[src/rtl/sync_fifo_pkg.sv]
// Shared types and constants for the sync FIFO read-side stream adapter.
// Holds the skid buffer state encoding; the encoding doubles as the occupancy count.
package sync_fifo_pkg;

  localparam int SKID_DEPTH = 2;

  typedef enum logic [1:0] {
    SKID_EMPTY = 2'd0,
    SKID_ONE   = 2'd1,
    SKID_TWO   = 2'd2
  } skid_state_e;

endpackage

[src/rtl/sync_fifo_rd_stream.sv]
// Two-entry skid buffer converting a sync FIFO read port (one-cycle read latency) into a valid/ready stream.
// Define SYNC_FIFO_RD_STREAM_CNT_EN to add the 16-bit xfer_cnt delivered-beat counter output.
module sync_fifo_rd_stream
  import sync_fifo_pkg::*;
#(
  parameter int WIDTH = 8
) (
  input  logic             clk,
  input  logic             rst_n,
  input  logic             flush,
  input  logic             fifo_empty,
  input  logic [WIDTH-1:0] fifo_data,
  output logic             fifo_pop,
  output logic             m_valid,
  input  logic             m_ready,
  output logic [WIDTH-1:0] m_data,
`ifdef SYNC_FIFO_RD_STREAM_CNT_EN
  output logic [15:0]      xfer_cnt,
`endif
  output logic [1:0]       occupancy
);

  localparam logic [2:0] LP_DEPTH = 3'(SKID_DEPTH);

  skid_state_e      r_state;
  skid_state_e      w_next_state;
  logic             r_inflight;
  logic [WIDTH-1:0] r_head;
  logic [WIDTH-1:0] r_tail;
  logic             w_xfer;
  logic             w_capture;
  logic [2:0]       w_budget;

  assign w_xfer    = m_valid & m_ready;
  assign w_capture = r_inflight & ~flush;
  // Entries held plus the word already returning, minus the one leaving this cycle.
  assign w_budget  = {1'b0, occupancy} + {2'b00, r_inflight} - {2'b00, w_xfer};
  assign fifo_pop  = rst_n & ~fifo_empty & ~flush & (w_budget < LP_DEPTH);
  assign m_data    = r_head;

  always_ff @(posedge clk or negedge rst_n) begin
    if (!rst_n) begin
      r_state <= SKID_EMPTY;
    end else begin
      r_state <= w_next_state;
    end
  end

  always_comb begin
    w_next_state = r_state;
    if (flush) begin
      w_next_state = SKID_EMPTY;
    end else begin
      case (r_state)
        SKID_EMPTY: if (w_capture) w_next_state = SKID_ONE;
        SKID_ONE: begin
          if (w_capture && !w_xfer) begin
            w_next_state = SKID_TWO;
          end else if (!w_capture && w_xfer) begin
            w_next_state = SKID_EMPTY;
          end
        end
        SKID_TWO:   if (w_xfer && !w_capture) w_next_state = SKID_ONE;
        default:    w_next_state = SKID_EMPTY;
      endcase
    end
  end

  always_comb begin
    occupancy = 2'd0;
    m_valid   = 1'b0;
    case (r_state)
      SKID_ONE: begin
        occupancy = 2'd1;
        m_valid   = 1'b1;
      end
      SKID_TWO: begin
        occupancy = 2'd2;
        m_valid   = 1'b1;
      end
      default: begin
        occupancy = 2'd0;
        m_valid   = 1'b0;
      end
    endcase
  end

  // Pop is already suppressed during flush, so this also drops the in-flight marker.
  always_ff @(posedge clk or negedge rst_n) begin
    if (!rst_n) begin
      r_inflight <= 1'b0;
    end else begin
      r_inflight <= fifo_pop;
    end
  end

  // A returning word lands at the head if the buffer is draining to empty, else behind it.
  always_ff @(posedge clk or negedge rst_n) begin
    if (!rst_n) begin
      r_head <= '0;
      r_tail <= '0;
    end else if (!flush) begin
      case (r_state)
        SKID_EMPTY: begin
          if (w_capture) r_head <= fifo_data;
        end
        SKID_ONE: begin
          if (w_capture && w_xfer) begin
            r_head <= fifo_data;
          end else if (w_capture) begin
            r_tail <= fifo_data;
          end
        end
        SKID_TWO: begin
          if (w_xfer) begin
            r_head <= r_tail;
            if (w_capture) r_tail <= fifo_data;
          end
        end
        default: begin
          r_head <= r_head;
        end
      endcase
    end
  end

`ifdef SYNC_FIFO_RD_STREAM_CNT_EN
  logic [15:0] r_xfer_cnt;

  always_ff @(posedge clk or negedge rst_n) begin
    if (!rst_n) begin
      r_xfer_cnt <= '0;
    end else if (flush) begin
      r_xfer_cnt <= '0;
    end else if (w_xfer) begin
      r_xfer_cnt <= r_xfer_cnt + 16'd1;
    end
  end

  assign xfer_cnt = r_xfer_cnt;
`endif

endmodule

[config.mk]
export PLATFORM = sky130hd
export DESIGN_NAME = sync_fifo_rd_stream
export DESIGN_NICKNAME = d
export VERILOG_FILES = /design/src/rtl/sync_fifo_pkg.sv /design/src/rtl/sync_fifo_rd_stream.sv
export SDC_FILE = /design/constraint.sdc
export NUM_CORES = 1
export LEC_CHECK = 0
export BUFFER_PORTS_ARGS = -buffer_cell sky130_fd_sc_hd__buf_4
export CORE_ASPECT_RATIO = 1.75
export CORE_MARGIN = 1
export CORE_UTILIZATION = 40
export CTS_CLUSTER_DIAMETER = 150
export DETAILED_ROUTE_END_ITERATION = 7
export PLACE_DENSITY = 0.6
export RECOVER_POWER = 100
export SETUP_SLACK_MARGIN = 0.5
export SYNTH_ARGS = -nofsm -noshare
export SYNTH_HDL_FRONTEND = slang
export SYNTH_SLANG_ARGS = --single-unit
[constraint.sdc]
create_clock -name clk -period 5.44 [get_ports clk]
set_input_delay 1.088 -clock clk [delete_from_list [all_inputs] [get_ports clk]]
set_output_delay 1.088 -clock clk [all_outputs]
set_load 0.1 [all_outputs]
==> results.md <==
* Syn nets at ~110
* Final HPWL DP at about 1600 um
* DRT iter0 DRCs at 25
* Commonest non-fill, non-tap cell in the layout: dfrtp_1
* Failing checks: capacitance limit, slew limit
* Rel. slew slack at -86.4%
* DRT Pass-1 Iters at 4
* Seq/Total Area, Yosys at between 40 and 50%
* Top sig layer: met4
* Vias in the first global route at between 800 and 900
* CTS Buf Count at 3
* Initial antenna violation count at 0
* H-tree Lvls at 1
* CP endpoint kind: output pin
* # clock sinks at 19
* Crit-path max FO at 5
* Setup TNS at 0 ns
* Mapped cell area at 1070 sq um
* Total track usage at between 10% and 20%
* Area of the multi-input gates at 529 sq um
* WHS Path Cells at 1
* Synth warnings at 0
* Core Footprint at ~2500 sq um
* Root Driver: clkbuf_8
* Detailed-route via count at ~790
* Reg2Reg Depth at 6
* Max Slew Vio Count at 17
* Resize count post-CTS at 0
* Worst min path class: reg2reg
* DIE WIDTH at ~40 um
* Yosys reg bits at 19
* WHS Endpoint: r_tail[3]$_DFFE_PN0P_
* Ys async rst share at 100%
* Post-synthesis cell count at 92
* Initial core utilization at 42.3%
* WP data required at ~4.4 ns
* Worst r2r src: r_state[0]$_DFFE_PN0P_
* Clock Pin Slew Worst Setup and Hold Paths at around 0.070 ns
* Register area at 475 sq um
* Syn Area/Cell at 11.6 sq um
* Final worst path period share at about three quarters
* Worst slew pin tran at approximately 2.8 ns
* Status: finished, violations left
* TritonCTS clock tree: built
* Largest net degree at the start of global routing at 21
* Clk_lat worst skew at between 0.2 and 0.3 ns
* Fmax at between 0.2 and 0.25 GHz
* Routed WL at 2090 um
* CP Class: in2out
* Final hold viol count at 0
* Clock skew at just under 0.004 ns
* Worst Setup Start Kind: primary input
* CTS Hold Bufs at 0
* Leading cell types in the layout, fill and taps excluded: 19 x dfrtp_1, 14 x clkbuf_1, 11 x buf_4
* Post-layout min period at 4.14 ns
* Setup violations, final at 0
* Max Cap Viol at 1
* N_diodes at 0
* Reg-to-reg slack, setup at around 1.7 ns
* Post-DRT Antenna Nets at 0
* Rows at 24
* Fillers at 270
* RSZ-0062 raised after global routing: false
* Die Ht at 70.3 um
* Share of cells above drive strength 1 at ~23%
* CP Data Arrival Time at about 3 ns
* Die footprint at a little under 3000 sq um
* Global route overflow at 0
* Start point of the worst hold path: r_tail[3]$_DFFE_PN0P_
* First-pass GRT wire length at ~3400 um
* Met2 WL at around 1100 um
* Wire per inst at 14.6 um
* Most used flip-flop cell after synthesis: dfrtp_1
* Buffers added on ports at 24
* Gpl congestion at between 0.6 and 0.7
* DRT met1 WL at 861 um
* Residual DRC at 0
* Clock buffer depth at 2
* R2R Path End: m_data[7]$_DFFE_PN0P_
* Post-synth EDFFs at 0
* DR vias/cell at between 5 and 6
* # Post-CTS Setup Buffers at 0
* Netlist cell types at 28
* IO Count at 25
* Area Growth Syn to Fin at 15.3%
* Final Net Count at approximately 140
* Met3 WL at slightly below 70 um
-- cells by family after synthesis --
family | share of synthesized area, %
buf+inv | 3.52
mux | 16.0
compound gates | 12.4
xor+xnor | 0.822
simple gates | 13.7
flops | 44.6
fa+ha+maj | 8.92
-- critical path, stage by stage --
cell and delay, ns:
buf_4 0.14, nand2_1 0.11, inv_1 0.06, ha_1 0.25
nand2b_1 0.15, fa_1 0.49, nand2_1 0.05, nor4_1 0.35
buf_4 0.36
-- synthesized netlist by cell type (2+ instances only) --
cell,n,share of area (%)
a21oi_1,7,3.3
a21oi_2,3,2.5
dfrtp_1,19,45
ha_1,6,7.0
inv_1,4,1.4
mux2_2,8,8.5
mux2i_1,8,7.5
nand2_1,4,1.4
nand2b_1,2,1.2
nor2_1,10,3.5
nor2b_1,2,1.2
nor4_1,3,1.8
-- routing by layer --
layer	track usage (%)	vias to the layer above
met3	3.81	2
met2	30.2	15
met5	0	-
met4	7.78	0
li1	-	375
met1	16.5	395
-- stage by stage --
step | setup WS, ns | cells | utilization [%] | hold slack, ns | instance area, sq um
6_report | 1.30 | 143 | 48.7 | 0.512 | 1230
4_1_cts | 1.40 | 143 | 52.2 | 0.516 | 1320
5_1_grt | 1.11 | 143 | 48.7 | 0.531 | 1230
2_1_floorplan | 0.622 | 92 | - | 0.480 | 1080
3_3_place_gp | 1.43 | 139 | 50.4 | 0.490 | 1270
3_5_place_dp | 1.41 | 139 | 50.4 | 0.500 | 1270
-- final cells by class --
| cell class | instances | area share (%) |
|---|---|---|
| Timing Repair Buffer | 24 | 10.7 |
| Sequential cell | 19 | 38.7 |
| Multi-Input combinational cell | 66 | 43.1 |
| Tap cell | 26 | 2.65 |
| Clock buffer | 4 | 3.67 |
| Inverter | 4 | 1.22 |
-- how the worst max path moves through the flow --
stage | startpoint | end | depth (start not counted)
final | m_ready | fifo_pop | 9
after global routing | flush | m_data[7]$_DFFE_PN0P_ | 5
after CTS | r_state[0]$_DFFE_PN0P_ | fifo_pop | 10
after detailed placement | m_ready | fifo_pop | 9
after global placement | m_ready | fifo_pop | 9
after floorplan | r_state[0]$_DFFE_PN0P_ | fifo_pop | 9
-- sequential cells by signal (all words and copies together) (netlist names) --
| register | flops |
|---|---|
| m_data | 8 |
| r_tail | 8 |
| r_state | 2 |
| r_inflight | 1 |
Power is left out: the tool's default activity adds up to more than one toggle a clock period on the data nets, which glitch-free logic cannot reach.
